**config.mk**
```make
export PLATFORM = sky130hd
export DESIGN_NAME = uart_io_txbuf
export DESIGN_NICKNAME = d
export VERILOG_FILES = /design/src/rtl/uart_io_txbuf.sv
export SDC_FILE = /design/constraint.sdc
export NUM_CORES = 1
export LEC_CHECK = 0
export BUFFER_PORTS_ARGS = -buffer_cell sky130_fd_sc_hd__buf_2
export CORE_AREA = 5 5 115 117
export DETAILED_ROUTE_END_ITERATION = 12
export DIE_AREA = 0 0 120 122
export PLACE_DENSITY = 0.8
export SLEW_MARGIN = 15
export SYNTH_ARGS = -nofsm -noshare
export SYNTH_HDL_FRONTEND = slang
export SYNTH_SLANG_ARGS = --single-unit
```
**constraint.sdc**
```tcl
create_clock -name clk -period 3.1 [get_ports clk]
set_input_delay 0.155 -clock clk [delete_from_list [all_inputs] [get_ports clk]]
set_output_delay 0.155 -clock clk [all_outputs]
set_load 0.1 [all_outputs]
```
**src/rtl/uart_io_txbuf.sv**
```systemverilog
// CPU-side character output buffer: memory-mapped FIFO drained one character per handshake
// toward the UART monitor. Define UART_IO_CRLF_EN to expand each LF into a CR, LF pair.
module uart_io_txbuf #(
    parameter int unsigned DEPTH_LOG = 4
) (
    input  logic        clk,
    input  logic        rst_n,
    input  logic        io_wen,
    input  logic [3:2]  io_wadr,
    input  logic [31:0] io_wdata,
    input  logic        io_ren,
    input  logic [3:2]  io_radr,
    output logic [31:0] io_rdata,
    output logic [7:0]  uart_io_char,
    output logic        uart_io_we,
    input  logic        uart_io_full,
    output logic        irq_txempty
);

    localparam int unsigned Depth = 1 << DEPTH_LOG;
    localparam logic [DEPTH_LOG:0] FullCount = {1'b1, {DEPTH_LOG{1'b0}}};

`ifdef UART_IO_CRLF_EN
    typedef enum logic [2:0] {StIdle, StSend, StGap, StCrSend, StCrGap} state_e;
`else
    typedef enum logic [2:0] {StIdle, StSend, StGap} state_e;
`endif

    state_e               state_q;
    logic [7:0]           mem_q [Depth];
    logic [DEPTH_LOG-1:0] wr_ptr_q;
    logic [DEPTH_LOG-1:0] rd_ptr_q;
    logic [DEPTH_LOG:0]   count_q;
    logic                 ovf_q;
    logic                 enable_q;
    logic                 ie_q;

    logic        full;
    logic        empty;
    logic        push_req;
    logic        push_ok;
    logic        pop;
    logic        start;
    logic        ctrl_wr;
    logic [7:0]  head;
    logic [31:0] status;
    logic [31:0] rd_mux;

    always_comb begin
        full     = (count_q == FullCount);
        empty    = (count_q == '0);
        head     = mem_q[rd_ptr_q];
        push_req = io_wen && (io_wadr == 2'd0);
        ctrl_wr  = io_wen && (io_wadr == 2'd2);
        start    = (state_q == StIdle) && enable_q && !empty && !uart_io_full;
`ifdef UART_IO_CRLF_EN
        // An LF stays queued until its own send is issued after the CR.
        pop = (start && (head != 8'h0A)) || ((state_q == StCrGap) && !uart_io_full);
`else
        pop = start;
`endif
        // A same-cycle pop frees the slot first, so a store to a full FIFO still lands.
        push_ok = push_req && (!full || pop);
    end

    always_ff @(posedge clk) begin
        if (push_ok) begin
            mem_q[wr_ptr_q] <= io_wdata[7:0];
        end
    end

    always_ff @(posedge clk or negedge rst_n) begin
        if (!rst_n) begin
            wr_ptr_q <= '0;
            rd_ptr_q <= '0;
            count_q  <= '0;
            ovf_q    <= 1'b0;
            enable_q <= 1'b1;
            ie_q     <= 1'b0;
        end else begin
            if (push_ok) begin
                wr_ptr_q <= wr_ptr_q + 1'b1;
            end
            if (pop) begin
                rd_ptr_q <= rd_ptr_q + 1'b1;
            end
            unique case ({push_ok, pop})
                2'b10:   count_q <= count_q + 1'b1;
                2'b01:   count_q <= count_q - 1'b1;
                default: count_q <= count_q;
            endcase
            // A dropped store outranks a simultaneous clear.
            if (push_req && !push_ok) begin
                ovf_q <= 1'b1;
            end else if (ctrl_wr && io_wdata[2]) begin
                ovf_q <= 1'b0;
            end
            if (ctrl_wr) begin
                enable_q <= io_wdata[0];
                ie_q     <= io_wdata[1];
            end
        end
    end

    always_ff @(posedge clk or negedge rst_n) begin
        if (!rst_n) begin
            state_q      <= StIdle;
            uart_io_char <= 8'h00;
            uart_io_we   <= 1'b0;
        end else begin
            uart_io_we <= 1'b0;
            case (state_q)
                StIdle: begin
                    if (start) begin
`ifdef UART_IO_CRLF_EN
                        if (head == 8'h0A) begin
                            uart_io_char <= 8'h0D;
                            uart_io_we   <= 1'b1;
                            state_q      <= StCrSend;
                        end else begin
                            uart_io_char <= head;
                            uart_io_we   <= 1'b1;
                            state_q      <= StSend;
                        end
`else
                        uart_io_char <= head;
                        uart_io_we   <= 1'b1;
                        state_q      <= StSend;
`endif
                    end
                end
                StSend: state_q <= StGap;
                StGap:  state_q <= StIdle;
`ifdef UART_IO_CRLF_EN
                StCrSend: state_q <= StCrGap;
                StCrGap: begin
                    if (!uart_io_full) begin
                        uart_io_char <= 8'h0A;
                        uart_io_we   <= 1'b1;
                        state_q      <= StSend;
                    end
                end
`endif
                default: state_q <= StIdle;
            endcase
        end
    end

    always_comb begin
        status                  = '0;
        status[0]               = full;
        status[1]               = empty;
        status[2]               = ovf_q;
        status[8+DEPTH_LOG:8]   = count_q;
        case (io_radr)
            2'd1:    rd_mux = status;
            2'd2:    rd_mux = {30'd0, ie_q, enable_q};
            default: rd_mux = '0;
        endcase
    end

    always_ff @(posedge clk or negedge rst_n) begin
        if (!rst_n) begin
            io_rdata <= '0;
        end else begin
            io_rdata <= io_ren ? rd_mux : 32'd0;
        end
    end

    assign irq_txempty = empty && enable_q && ie_q;

endmodule

```
; Word level (Yosys, flattened, before mapping)
; Memories as Yosys holds them, arrays and structs flattened. A register that Yosys moved wholly into a read port is not among the register bits.
; Cells that the tools add are included.
[op_classes]
n_addsub = 4
n_eq_ne = 8
muxes = 11
n_reduce_logical = 22
[ops]
columns = cell, n
row1 = $pmux W13 S2, 1
row2 = $mux W13, 1
row3 = $logic_and A1 B1 Y1, 10
row4 = $pmux W5 S2, 1
row5 = $add A4 B1 Y4 const B, 2
row6 = $eq A2 B2 Y1 const B, 3
row7 = $mux W1, 6
row8 = $pmux W3 S2, 1
row9 = $add A5 B1 Y5 const B, 1
row10 = $eq A5 B5 Y1 const B, 1
row11 = $logic_not A1 Y1, 5
row12 = $logic_not A5 Y1, 1
row13 = $sub A5 B1 Y5 const B, 1
row14 = $eq A2 B1 Y1 const B, 2
row15 = $reduce_bool A2 Y1, 2
row16 = $eq A3 B1 Y1 const B, 1
row17 = $logic_not A3 Y1, 1
row18 = $mux W3, 1
row19 = $logic_not A2 Y1, 1
row20 = $ne A2 B2 Y1 const B, 1
row21 = $reduce_and A2 Y1, 1
row22 = $logic_or A1 B1 Y1, 1
[totals]
register_bits = 33
mem_bits_rw = 128
out_inout_bits = 42
memories = 1
[mem_list]
columns = name, words, width, read_ports, rd_ports_with_merged_regs, wr, line_no
row1 = mem_q, 16, 8, 1, 1, 1, 30  ; logic [7:0] mem_q [Depth];

; Depth between registers and ports, before layout
[depth]
word_depth = 9
mapped_depth = 9

; Worst setup path before layout
; No wires, ideal clock.
[synth_timing]
kind = register to register
startpoint = register count_q[3]
endpoint = register count_q[4]
arrival_time_ps = 2645
t_required_ps = 2974
path_slack_ps = 329
stages_incl_launch_ff = 10
path_buffers = 1
synth_period_minus_slack_ps = 2771
cell_sequence = dfrtp_1 or4_4 o21ai_1 buf_2 nor2_1 fa_1 nand3_1 a21oi_1 a22o_1 a221o_1
[synth_via]
elab_chain_cells = 8
word_cells_on_any_way = 14
[synth_rtl]
columns = element, line_no
row1 = "start, declared", 33  ; logic [DEPTH_LOG:0] count_q;
row2 = "start signal, assigned", 88  ; 2'b10: count_q <= count_q + 1'b1;
row3 = "start signal, assigned", 89  ; 2'b01: count_q <= count_q - 1'b1;
row4 = "start signal, assigned", 90  ; default: count_q <= count_q;
row5 = $logic_not A5 Y1, 51  ; empty = (count_q == '0);
row6 = $logic_not A1 Y1, 55  ; start = (state_q == StIdle) && enable_q && !empty && !uart_io_full;
row7 = $logic_and A1 B1 Y1 (2 in a row), 55
row8 = $logic_or A1 B1 Y1, 63  ; push_ok = push_req && (!full || pop);
row9 = $logic_and A1 B1 Y1, 63
row10 = $eq A2 B1 Y1 or $eq A2 B2 Y1 (tied branches), 87  ; unique case ({push_ok, pop})
row11 = $pmux W5 S2 or $reduce_bool A2 Y1 (tied branches), n/a
; Several ways; a longest one is shown, not always the timed one.
; A chain may end at the register's enable or synchronous reset.

; Worst setup path in the final report
[layout_timing]
startpoint = register enable_q
endpoint = register count_q[4]
[layout_via]
elab_chain_cells = 7
word_cells_on_any_way = 9
[layout_rtl]
columns = element, line_no
row1 = "start, declared", 35  ; logic enable_q;
row2 = "start signal, assigned", 99  ; enable_q <= io_wdata[0];
row3 = $logic_and A1 B1 Y1 * (3 in a row), 55
row4 = $logic_or A1 B1 Y1, 63
row5 = $logic_and A1 B1 Y1, 63
row6 = $eq A2 B1 Y1 or $eq A2 B2 Y1 (tied branches), 87
row7 = $pmux W5 S2 or $reduce_bool A2 Y1 (tied branches), n/a
; Mark *: on every way between the ends. The rest lies on a longest branch, timed or not.

==> impl_metrics.json <==
{
  "status": "finished clean",
  "max_freq_mhz": 357,
  "cp-start-kind": "flop",
  "finClkSkew_ns": 0.0197,
  "grt_usage_pct": 18.7,
  "yosysWarningCount": 0,
  "clock_latency_ns": 0.42,
  "gp_congestion": 0.797,
  "synth_cell_types": 51,
  "synth_top_area_share_pct": 56.8,
  "port_buffers": 34,
  "clockPowerShare_pct": 28.2,
  "viasPerCell": 5.74,
  "die_area_um2": 14600,
  "wl_um": 12500,
  "drtPass1Iterations": 5,
  "worst_ep_arrival_time_ns": 3.09,
  "crit_fanout": 5,
  "hpwlAfterDp_um": 8250,
  "antenna_found_initial": 0,
  "ys_ff_latch": 163,
  "final.min_clock_period_ns": 2.80,
  "max-cap-violations": 0,
  "overflow": 0,
  "clkTransAtPathRegs_ns": 0.06,
  "synthArstFlopShare_pct": 21.5,
  "critPathCaptureType": "flop",
  "slew-limit-headroom_pct": 43.7,
  "synth-seq-area-share_pct": 69.7,
  "drive_gt1_share_pct": 26.4,
  "hold_path_class": "primary input to flop",
  "seq_area_um2": 4720,
  "finalHoldViolCount": 0,
  "powerDensity_nw_per_um2": 887,
  "layout.nets": 478,
  "ant_nets": 0,
  "power.net_switching_uw": 2330,
  "clk_path_buf_depth": 2,
  "syn_avg_cell_area_um2": 18.0,
  "netlist_instances": 376,
  "tns_ns": 0,
  "ios": 83,
  "sw_frac_of_total_pct": 34.5,
  "post_cts_resize_count": 0,
  "grt_max_degree": 36,
  "numCtsBuffers": 17,
  "dieWidth_um": 120,
  "crit_type": "flop to flop",
  "ir_drop_mv": 0.502,
  "chipHeight_um": 122,
  "coreArea_um2": 12300,
  "grt_pass1_vias": 3483,
  "p_int_uw": 4420,
  "start_util_pct": 55.2,
  "synth_edf_count": 128,
  "seqPwrFrac_pct": 40.9,
  "multi_input_area_um2": 1840,
  "setup_viol": 0,
  "synth_top_area_cell": "edfxtp_1",
  "rsz0062_at_grt": "false",
  "first_iter_violations": 282,
  "synthesis.area_um2": 6770,
  "synth-main-ff-cell": "edfxtp_1",
  "num_antenna_cells": 0,
  "drv_slew": 0,
  "dp_slack_ns": 0.370,
  "hold_ws_ns": 0.0618,
  "synthTopCellsByArea": "edfxtp_1 (57%), dfrtp_1 (13%), mux4_2 (11%)",
  "p_comb_share_pct": 30.9,
  "worst_pin_slew_ns": 0.844,
  "worst_slack_ns": 0.298,
  "crit_required_ns": 3.39,
  "cts_tree": "done",
  "cts.sinks": 163,
  "n_fill_cell": 848,
  "grt_pass1_wl_um": 19700,
  "root_buffer": "clkbuf_16",
  "rows": 41,
  "num_vias": 3378,
  "cts-htree-levels": 4,
  "route.detailed.drc": 0,
  "leakagePower_uw": 0.00284,
  "fin_crit_sh_pct": 90.4,
  "wire_per_inst_um": 21.2,
  "area_delta_synth_final_pct": 12.2
}
==> registers in the layout (all words and copies together) (netlist names) <==
register      flops
ovf_q             1
count_q           5
uart_io_we        1
ie_q              1
rd_ptr_q          4
uart_io_char      8
wr_ptr_q          4
state_q           2
io_rdata          8
enable_q          1
mem_q           128
==> power by group through the flow <==
stage	registers, uW	clock network [uW]	logic [uW]
finish	2760	1900	2080
global route	2780	2050	2240
CTS	2760	1920	2110
detailed placement	2800	0	2090
global placement	2780	0	2030
floorplan	3140	0	1330
==> metrics by stage <==
step | cells | total power (uW) | utilization [%] | instance area [um2]
2_1_floorplan | 399 | 4470 | - | 6860
3_3_place_gp | 555 | 4810 | 57.4 | 7040
3_5_place_dp | 555 | 4890 | 57.4 | 7040
4_1_cts | 589 | 6790 | 62.0 | 7600
5_1_grt | 589 | 7070 | 62.0 | 7600
6_report | 589 | 6740 | 62.0 | 7600
==> final timing paths <==
kind,startpoint,to,slack [ns],cells after the start
setup / recovery,enable_q$_DFFE_PN1P_,count_q[4]$_DFFE_PN0P_,0.30,8
hold / removal,io_ren,io_rdata[0]$_DFF_PN0_,0.06,3
setup reg to reg,enable_q$_DFFE_PN1P_,count_q[4]$_DFFE_PN0P_,0.30,8
hold reg to reg,state_q[1]$_DFFE_PN0P_,state_q[1]$_DFFE_PN0P_,0.47,1
max in group asynchronous,rst_n,state_q[0]$_DFFE_PN0P_,2.18,2
min in group asynchronous,rst_n,wr_ptr_q[2]$_DFFE_PN0P_,0.39,2
==> cell usage after synthesis, types with 3 or more instances <==
cell type / count
nor2_1: 8
o221ai_1: 8
edfxtp_1: 128
buf_2: 7
and3_1: 8
inv_1: 10
ha_1: 10
dfrtp_1: 34
mux2_1: 3
and2_1: 13
nand2_1: 18
clkbuf_1: 4
mux4_2: 32
buf_4: 25
xnor2_1: 8
mux2i_1: 16
a21oi_1: 4
==> cells by family (layout without fill, tap and decap cells) <==
group / Yosys count / in the layout / synth area share (%)
buffers and inverters: 49 / 89 / 4.34
adder cells (fa/ha/maj): 11 / 11 / 2.14
AO/OA/AOI/OAI: 24 / 24 / 2.97
XOR/XNOR: 10 / 10 / 1.29
other: 1 / 24 / 0.0554
AND/OR/NAND/NOR: 65 / 65 / 5.65
multiplexers: 53 / 53 / 13.8
flip-flops: 163 / 163 / 69.7
==> repair_timing <==
item                      4_1_cts  5_1_grt
buffers inserted                0        0
hold endpoints to repair       35        0
hold buffers                    2        0
==> layer usage <==
metal / global-route usage, % / vias up / wire length (um)
met1: 23.5 / 1698 / 4710
met2: 31.6 / 161 / 6560
met5: 0 / - / 0
met4: 6.51 / 0 / 119
li1: - / 1511 / -
met3: 5.20 / 8 / 1100
==> final cells by class <==
| cell class | count | area share (%) |
|---|---|---|
| Multi-Input combinational cell | 187 | 24.3 |
| Clock inverter | 14 | 1.50 |
| Tap cell | 150 | 2.47 |
| Timing Repair Buffer | 46 | 3.49 |
| Clock buffer | 18 | 5.65 |
| Sequential cell | 163 | 62.1 |
| Inverter | 11 | 0.543 |
==> worst max-delay path, stage by stage, from the launching register on <==
cell	delay (ns)
dfstp_2	0.55
nor4b_1	0.41
o21ai_1	0.17
nor2_1	0.30
ha_1	0.34
a21oi_1	0.21
a21oi_1	0.15
a22o_1	0.26
a221o_1	0.29
==> layout by cell type (no fill, tap or decap), types with 13 or more instances in the layout <==
cell type,synthesis,final
edfxtp_1,128,128
and2_1,13,13
buf_2,7,34
clkbuf_16,0,17
conb_1,1,24
mux2i_1,16,16
dfrtp_1,34,34
nand2_1,18,18
mux4_2,32,32
(Power assumes the default switching activity.)
